$ cat src/rtl/mem_line_requester_pkg.sv
// rtl/mem_line_requester_pkg.sv - shared widths, state encoding and line word-slice helper
package mem_line_requester_pkg;

    localparam int WORD_SIZE  = 16;
    localparam int LINE_WORDS = 4;
    localparam int LINE_BITS  = WORD_SIZE * LINE_WORDS;
    localparam int SEL_BITS   = 2;
    localparam int TAG_BITS   = WORD_SIZE - SEL_BITS;

    typedef enum logic [1:0] {
        IDLE    = 2'd0,
        RD_WAIT = 2'd1,
        WR_WAIT = 2'd2,
        RESP    = 2'd3
    } state_t;

    // Word k of a line lives at bits [16k+15:16k].
    function automatic logic [WORD_SIZE-1:0] line_word(
        input logic [LINE_BITS-1:0] line,
        input logic [SEL_BITS-1:0]  sel
    );
        return line[int'(sel) * WORD_SIZE +: WORD_SIZE];
    endfunction

endpackage

$ cat src/rtl/mem_line_requester_if.sv
// rtl/mem_line_requester_if.sv - strobe/done bus between requester and delayed line memory
interface mem_line_requester_if;
    import mem_line_requester_pkg::*;

    logic                 mem_read;
    logic                 mem_write;
    logic [WORD_SIZE-1:0] mem_addr;
    logic [WORD_SIZE-1:0] mem_wdata;
    logic [LINE_BITS-1:0] mem_rdata;
    logic                 mem_done;

    modport master (
        output mem_read, mem_write, mem_addr, mem_wdata,
        input  mem_rdata, mem_done
    );

    modport slave (
        input  mem_read, mem_write, mem_addr, mem_wdata,
        output mem_rdata, mem_done
    );

endinterface

$ cat src/rtl/mem_line_requester_line_buffer.sv
// rtl/mem_line_requester_line_buffer.sv - single-entry line buffer with fill, word update and lookup
module mem_line_requester_line_buffer
    import mem_line_requester_pkg::*;
#(
    parameter bit ENABLE = 1'b1
) (
    input  logic                 clk,
    input  logic                 reset_n,
    input  logic                 invalidate,
    input  logic                 fill,
    input  logic [TAG_BITS-1:0]  fill_tag,
    input  logic [LINE_BITS-1:0] fill_line,
    input  logic                 word_write,
    input  logic [SEL_BITS-1:0]  write_sel,
    input  logic [WORD_SIZE-1:0] write_word,
    input  logic [TAG_BITS-1:0]  lookup_tag,
    input  logic [SEL_BITS-1:0]  read_sel,
    output logic                 hit,
    output logic [WORD_SIZE-1:0] read_word
);

    logic                 valid;
    logic [TAG_BITS-1:0]  tag;
    logic [LINE_BITS-1:0] data;

    // Disabled buffer never hits, so every read and write goes to memory.
    assign hit       = ENABLE && valid && (tag == lookup_tag);
    assign read_word = line_word(data, read_sel);

    // Entry update: invalidate wins, then a full-line fill, then a single-word write-through.
    always_ff @(posedge clk) begin
        if (!reset_n) begin
            valid <= 1'b0;
            tag   <= '0;
            data  <= '0;
        end else if (invalidate) begin
            valid <= 1'b0;
        end else if (fill) begin
            valid <= 1'b1;
            tag   <= fill_tag;
            data  <= fill_line;
        end else if (word_write) begin
            for (int k = 0; k < LINE_WORDS; k++) begin
                if (write_sel == SEL_BITS'(k)) begin
                    data[k*WORD_SIZE +: WORD_SIZE] <= write_word;
                end
            end
        end
    end

endmodule

$ cat src/rtl/mem_line_requester.sv
// rtl/mem_line_requester.sv - CPU-side word requester for the delayed line memory
module mem_line_requester
    import mem_line_requester_pkg::*;
#(
    parameter int TIMEOUT    = 31,
    parameter bit LINEBUF_EN = 1'b1
) (
    input  logic                    clk,
    input  logic                    reset_n,
    input  logic                    cpu_req,
    input  logic                    cpu_we,
    input  logic [WORD_SIZE-1:0]    cpu_addr,
    input  logic [WORD_SIZE-1:0]    cpu_wdata,
    output logic                    cpu_ready,
    output logic                    cpu_rvalid,
    output logic [WORD_SIZE-1:0]    cpu_rdata,
    output logic                    cpu_wdone,
    mem_line_requester_if.master    mem,
    output logic                    err_timeout
);

    localparam int               CNT_W    = $clog2(TIMEOUT + 1);
    localparam logic [CNT_W-1:0] CNT_LAST = CNT_W'(TIMEOUT - 1);
    localparam logic [CNT_W-1:0] CNT_MAX  = '1;

    state_t               state;
    state_t               state_nxt;
    logic [CNT_W-1:0]     wait_cnt;
    logic                 accept;
    logic                 in_wait;
    logic                 expired;
    logic                 enter_wait;
    logic                 fill;
    logic                 invalidate;
    logic                 word_write;
    logic                 buf_hit;
    logic [WORD_SIZE-1:0] buf_word;

    assign cpu_ready  = (state == IDLE);
    assign cpu_rvalid = (state == RESP);
    assign accept     = cpu_req & cpu_ready;
    assign in_wait    = (state == RD_WAIT) || (state == WR_WAIT);
    // The last wait cycle without done is the TIMEOUT-th one spent in the wait state.
    assign expired    = in_wait & ~mem.mem_done & (wait_cnt == CNT_LAST);
    assign word_write = accept & cpu_we & buf_hit;

    // Strobes are combinational so they fall in the very cycle done is seen.
    assign mem.mem_read  = (state == RD_WAIT) & ~mem.mem_done;
    assign mem.mem_write = (state == WR_WAIT) & ~mem.mem_done;

    mem_line_requester_line_buffer #(
        .ENABLE (LINEBUF_EN)
    ) u_line_buffer (
        .clk        (clk),
        .reset_n    (reset_n),
        .invalidate (invalidate),
        .fill       (fill),
        .fill_tag   (mem.mem_addr[WORD_SIZE-1:SEL_BITS]),
        .fill_line  (mem.mem_rdata),
        .word_write (word_write),
        .write_sel  (cpu_addr[SEL_BITS-1:0]),
        .write_word (cpu_wdata),
        .lookup_tag (cpu_addr[WORD_SIZE-1:SEL_BITS]),
        .read_sel   (cpu_addr[SEL_BITS-1:0]),
        .hit        (buf_hit),
        .read_word  (buf_word)
    );

    // State register.
    always_ff @(posedge clk) begin
        if (!reset_n) begin
            state <= IDLE;
        end else begin
            state <= state_nxt;
        end
    end

    // Next-state decode plus buffer fill/invalidate requests.
    always_comb begin
        state_nxt  = state;
        enter_wait = 1'b0;
        fill       = 1'b0;
        invalidate = 1'b0;
        case (state)
            IDLE: begin
                if (accept) begin
                    if (cpu_we) begin
                        state_nxt  = WR_WAIT;
                        enter_wait = 1'b1;
                    end else if (buf_hit) begin
                        state_nxt  = RESP;
                    end else begin
                        state_nxt  = RD_WAIT;
                        enter_wait = 1'b1;
                    end
                end
            end
            RD_WAIT: begin
                if (mem.mem_done) begin
                    state_nxt = RESP;
                    fill      = 1'b1;
                end else if (expired) begin
                    state_nxt  = IDLE;
                    invalidate = 1'b1;
                end
            end
            WR_WAIT: begin
                if (mem.mem_done || expired) begin
                    state_nxt  = IDLE;
                    invalidate = expired;
                end
            end
            RESP: begin
                state_nxt = IDLE;
            end
            default: begin
                state_nxt = IDLE;
            end
        endcase
    end

    // Request latches, wait counter, read data, write acknowledge and sticky timeout flag.
    always_ff @(posedge clk) begin
        if (!reset_n) begin
            mem.mem_addr  <= '0;
            mem.mem_wdata <= '0;
            wait_cnt      <= '0;
            cpu_rdata     <= '0;
            cpu_wdone     <= 1'b0;
            err_timeout   <= 1'b0;
        end else begin
            cpu_wdone <= (state == WR_WAIT) & mem.mem_done;
            if (expired) begin
                err_timeout <= 1'b1;
            end
            if (enter_wait) begin
                mem.mem_addr <= cpu_addr;
                wait_cnt     <= '0;
                if (cpu_we) begin
                    mem.mem_wdata <= cpu_wdata;
                end
            end else if (in_wait && !mem.mem_done && wait_cnt != CNT_MAX) begin
                wait_cnt <= wait_cnt + 1'b1;
            end
            if (accept && !cpu_we && buf_hit) begin
                cpu_rdata <= buf_word;
            end else if (state == RD_WAIT && mem.mem_done) begin
                cpu_rdata <= line_word(mem.mem_rdata, mem.mem_addr[SEL_BITS-1:0]);
            end
        end
    end

endmodule

$ cat src/flat_wrapper.sv
// flat-port wrapper written by rule: the top's interface ports become plain ports
module mem_line_requester_flat import mem_line_requester_pkg::*;
#(
    parameter int TIMEOUT    = 31,
    parameter bit LINEBUF_EN = 1'b1
)
  (clk, reset_n, cpu_req, cpu_we, cpu_addr, cpu_wdata, cpu_ready, cpu_rvalid, cpu_rdata, cpu_wdone, err_timeout, mem_mem_read, mem_mem_write, mem_mem_addr, mem_mem_wdata, mem_mem_rdata, mem_mem_done);
  mem_line_requester_if mem_i ();
  input  logic clk;
  input  logic reset_n;
  input  logic cpu_req;
  input  logic cpu_we;
  input  logic [WORD_SIZE-1:0] cpu_addr;
  input  logic [WORD_SIZE-1:0] cpu_wdata;
  output logic cpu_ready;
  output logic cpu_rvalid;
  output logic [WORD_SIZE-1:0] cpu_rdata;
  output logic cpu_wdone;
  output logic err_timeout;
  output wire logic [$bits(mem_i.mem_read)-1:0] mem_mem_read;
  output wire logic [$bits(mem_i.mem_write)-1:0] mem_mem_write;
  output wire logic [$bits(mem_i.mem_addr)-1:0] mem_mem_addr;
  output wire logic [$bits(mem_i.mem_wdata)-1:0] mem_mem_wdata;
  input wire logic [$bits(mem_i.mem_rdata)-1:0] mem_mem_rdata;
  input wire logic [$bits(mem_i.mem_done)-1:0] mem_mem_done;
  assign mem_mem_read = mem_i.mem_read;
  assign mem_mem_write = mem_i.mem_write;
  assign mem_mem_addr = mem_i.mem_addr;
  assign mem_mem_wdata = mem_i.mem_wdata;
  assign mem_i.mem_rdata = mem_mem_rdata;
  assign mem_i.mem_done = mem_mem_done;
  mem_line_requester #(.TIMEOUT(TIMEOUT), .LINEBUF_EN(LINEBUF_EN)) u_core (.clk(clk), .reset_n(reset_n), .cpu_req(cpu_req), .cpu_we(cpu_we), .cpu_addr(cpu_addr), .cpu_wdata(cpu_wdata), .cpu_ready(cpu_ready), .cpu_rvalid(cpu_rvalid), .cpu_rdata(cpu_rdata), .cpu_wdone(cpu_wdone), .mem(mem_i), .err_timeout(err_timeout));
endmodule
$ cat config.mk
export PLATFORM = sky130hd
export DESIGN_NAME = mem_line_requester_flat
export DESIGN_NICKNAME = d
export VERILOG_FILES = /design/src/rtl/mem_line_requester_pkg.sv /design/src/rtl/mem_line_requester_if.sv /design/src/rtl/mem_line_requester_line_buffer.sv /design/src/rtl/mem_line_requester.sv /design/src/flat_wrapper.sv
export SDC_FILE = /design/constraint.sdc
export NUM_CORES = 1
export LEC_CHECK = 0
export CAP_MARGIN = 20
export CORE_UTILIZATION = 48
export DETAILED_ROUTE_END_ITERATION = 16
export PLACE_DENSITY = 0.77
export SKIP_CTS_REPAIR_TIMING = 1
export SLEW_MARGIN = 5
export SYNTH_ARGS = -nofsm -noshare
export SYNTH_HDL_FRONTEND = slang
export SYNTH_SLANG_ARGS = --single-unit
$ cat constraint.sdc
create_clock -name clk -period 6 [get_ports clk]
set_input_delay 0.9 -clock clk [delete_from_list [all_inputs] [get_ports clk]]
set_output_delay 0.9 -clock clk [all_outputs]
set_load 0.005 [all_outputs]
==> summary.md <==
| Metric | Value |
|---|---|
| Via density | roughly 5.9 |
| Final wirelength | around 20 mm |
| Ys async rst share | 0% |
| Clock latency on the worst-skew pair | about 420 ps |
| Die area | 0.01507 mm^2 |
| Max stage delay on crit path | roughly 1000 ps |
| Synth top cells by count | nand2_1 (178), dfxtp_1 (136), a211oi_1 (130), a21oi_1 (95), clkbuf_1 (44) |
| Global-route wire length before repair | 31.34 mm |
| Status | completed |
| GR peak layer | met2 |
| Global Route met3 Usage | under 10% |
| Starting Density | between 40% and 50% |
| Critical R2R Launch | u_core.state[0]$_SDFFE_PN0P_ |
| DRT iter0 DRCs | ~570 |
| Final TNS setup | 0 ps |
| Cell breakdown of the critical path | clkdlybuf4s50_1 > nand3_1 > nor4b_4 > a21o_1 > a211oi_1 |
| IO Port Bufs | 154 |
| Syn avg cell area | just over 9 um^2 |
| Top FF cell, synth | dfxtp_1 |
| Residual DRC | 0 |
| Layout Utilization | 64.53% |
| Number of max-cap violations | 0 |
| Reg2reg end | u_core.u_line_buffer.data[39]$_SDFFE_PN0P_ |
| Mapped Cells | around 770 |
| Area leader, netlist | dfxtp_1 |
| DIE WIDTH | 122.7 um |
| Fillers | between 1000 and 1500 |
| Leakage Power | ~3.1 nW |
| Top-area cell type share of the netlist area | 38.91% |
| Min-delay src | u_core.mem.mem_wdata[2]$_SDFFE_PN0P_ |
| Clock buffer depth | 2 |
| Top-Level Pins | 155 |
| Number of global-route vias before repair | 6024 |
| CP endpoint kind | register |
| Routability Congestion | about 0.84 |
| Hold Fails Final Rpt | 0 |
| Count leader, synth | nand2_1 |
| Post-Place Cells | 1047 |
| R2R depth | 6 |
| Synth area leaders | dfxtp_1 (39%), a211oi_1 (14%), nand2_1 (9.5%), mux4_2 (8.4%), a21oi_1 (6.8%) |
| CP top delay family | simple AND/OR/NAND/NOR gates |
| Hold crit path type | reg2reg |
| Worst Hold End | u_core.mem.mem_wdata[2]$_SDFFE_PN0P_ |
| Unique masters post-synth | 41 |
| Total grt overflow | 0 |
| Number of flops mapped to enable cells by yosys | 0 |
| Area growth from synthesis to layout | 29.48% |
| Core ar. | between 0.01 and 0.015 mm^2 |
| Final Cycle Share | between 60 and 70% |
| Met1 Resource Use GR | 37.04% |
| CTS clk-pin slew, worst paths | ~50 ps |
| Worst Path Required | 6280 ps |
| CTS buffer count | 17 |
| Diode count | 0 |
| Row cnt | 43 |
| CTS tree | yes |
| Worst path bufs/invs | 1 |
| Hold path depth | 2 |
| Cell Pwr Density | about 360 mW/mm^2 |
| Worst-path maximum fanout | 20 |
| Synthesized Nets | approximately 900 |
| Crit path kind | in2reg |
| Kind of launch point of the worst setup path | primary input |
| Largest net degree at the start of global routing | 83 |
| Initial antenna violation count | 0 |
| Yosys warns | 0 |
| Crit path DAT | ~3900 ps |
| VDD IR-drop max | 210.4 uV |
| Cell area after synthesis | about 0.007 mm^2 |
| Antenna-violating nets left | 0 |
| Total global-route track usage | between 20% and 30% |
| Clk root buf | clkbuf_16 |
| Final Slew Violations | 0 |
| Register area share after synthesis | approximately 40% |
| Setup violators final | 0 |
| H-Tree Depth | 4 |
| CP max-delay cell | nor4b_4 |
| Routed WL per cell | around 19 um |
| Clock period minus worst slack | 3636 ps |
| Layout Cells excl Fill | around 1100 |
| Relative slew slack | 28.07% |
| # nets final | between 900 and 1000 |
| Share of post-route cells with drive strength above 1 | approximately 8.9% |
| RSZ-0062 raised after global routing | no |
| Worst Clk Skew | around 5.8 ps |
| Die Ht | 122.7 um |
| Post-DP HPWL | around 14 mm |
| Power Total | approximately 3.2 mW |
| R2R Setup Slk | approximately 2700 ps |
| GRT met2 Usage | between 40 and 50% |
| FMAX | about 0.28 GHz |
| Worst-Margin Slew | 1077 ps |
| Yosys reg bits | around 140 |
| Via Count | approximately 6300 |
| First-pass detailed-route iteration total | 5 |
| Clock sinks | roughly 140 |
-- through the flow --
stage          hold slack [ps]  cell area, um^2  worst slack, ps
2_1_floorplan            448.8             6998             3516
3_3_place_gp             446.7             8512             1963
3_5_place_dp             449.4             8512             1920
4_1_cts                  457.1             9061             2359
5_1_grt                  471.7             9061             2130
6_report                 454.9             9061             2364
-- routing by layer --
layer / wire length [um] / share of wire (%)
met3: 1760 / 8.8
met4: 394 / 2.0
met5: 0 / 0
met2: 8997 / 45
met1: 8757 / 44
-- registers in the layout (all words and copies together), names as in the netlist --
| name | cells |
|---|---|
| u_core.mem.mem_wdata | 16 |
| u_core.u_line_buffer.valid | 1 |
| u_core.mem.mem_addr | 16 |
| u_core.cpu_rdata | 16 |
| u_core.cpu_wdone | 1 |
| u_core.state | 2 |
| u_core.u_line_buffer.tag | 14 |
| u_core.err_timeout | 1 |
| u_core.u_line_buffer.data | 64 |
| u_core.wait_cnt | 5 |
-- kinds of logic (layout without fill, tap and decap cells) --
group	after synthesis	count (layout)	synth area share, %
compound gates	234	234	21.69
xor+xnor	17	17	2.128
fa+ha+maj	8	8	1.430
buf+inv	77	202	5.364
flops	136	136	38.91
mux	65	65	15.27
simple gates	234	234	15.22
-- worst max-delay path by stage --
stage	startpoint	to	cells after the start
after floorplan	cpu_addr[9]	u_core.cpu_rdata[10]$_SDFFE_PN0P_	6
after global placement	cpu_we	u_core.u_line_buffer.data[36]$_SDFFE_PN0P_	5
after detailed placement	cpu_we	u_core.u_line_buffer.data[46]$_SDFFE_PN0P_	5
after CTS	cpu_we	u_core.u_line_buffer.data[33]$_SDFFE_PN0P_	5
after global routing	cpu_we	u_core.u_line_buffer.data[33]$_SDFFE_PN0P_	5
final	cpu_we	u_core.u_line_buffer.data[39]$_SDFFE_PN0P_	5
-- cell usage in the layout (no fill, tap or decap), drive strengths merged, types with 3 or more instances in the layout --
cell type      instances
nand2                178
clkdlybuf4s50        153
dfxtp                136
a211oi               130
a21oi                 95
mux2i                 33
mux4                  32
clkbuf                26
and2                  18
xnor2                 15
buf                   14
nor2                  10
ha                     8
nand4                  7
nor3                   7
inv                    5
a21o                   4
nand3                  3
clkinv                 3
nor4                   3
-- worst min-delay path, stage by stage, from the launching register on --
cell and delay (ps):
dfxtp_1 310, nand2_1 50, a21oi_1 50
-- power by group --
part / internal (mW) / leakage, nW / switching (mW)
clock network: 0.616 / 0.272 / 0.370
registers: 1.07 / 1.11 / 0.110
logic: 0.502 / 1.75 / 0.567
-- cell type report --
type	instances	area [um^2]	area share, %
clock buffers	26	509.2	5.620
clock inverters	3	40.04	0.4419
inverters	6	23.77	0.2624
multi-input cells	558	3906	43.11
flip-flops and latches	136	2723	30.05
well taps	180	225.2	2.486
repair buffers	167	1634	18.03
Power figures use the tool's default switching activity.
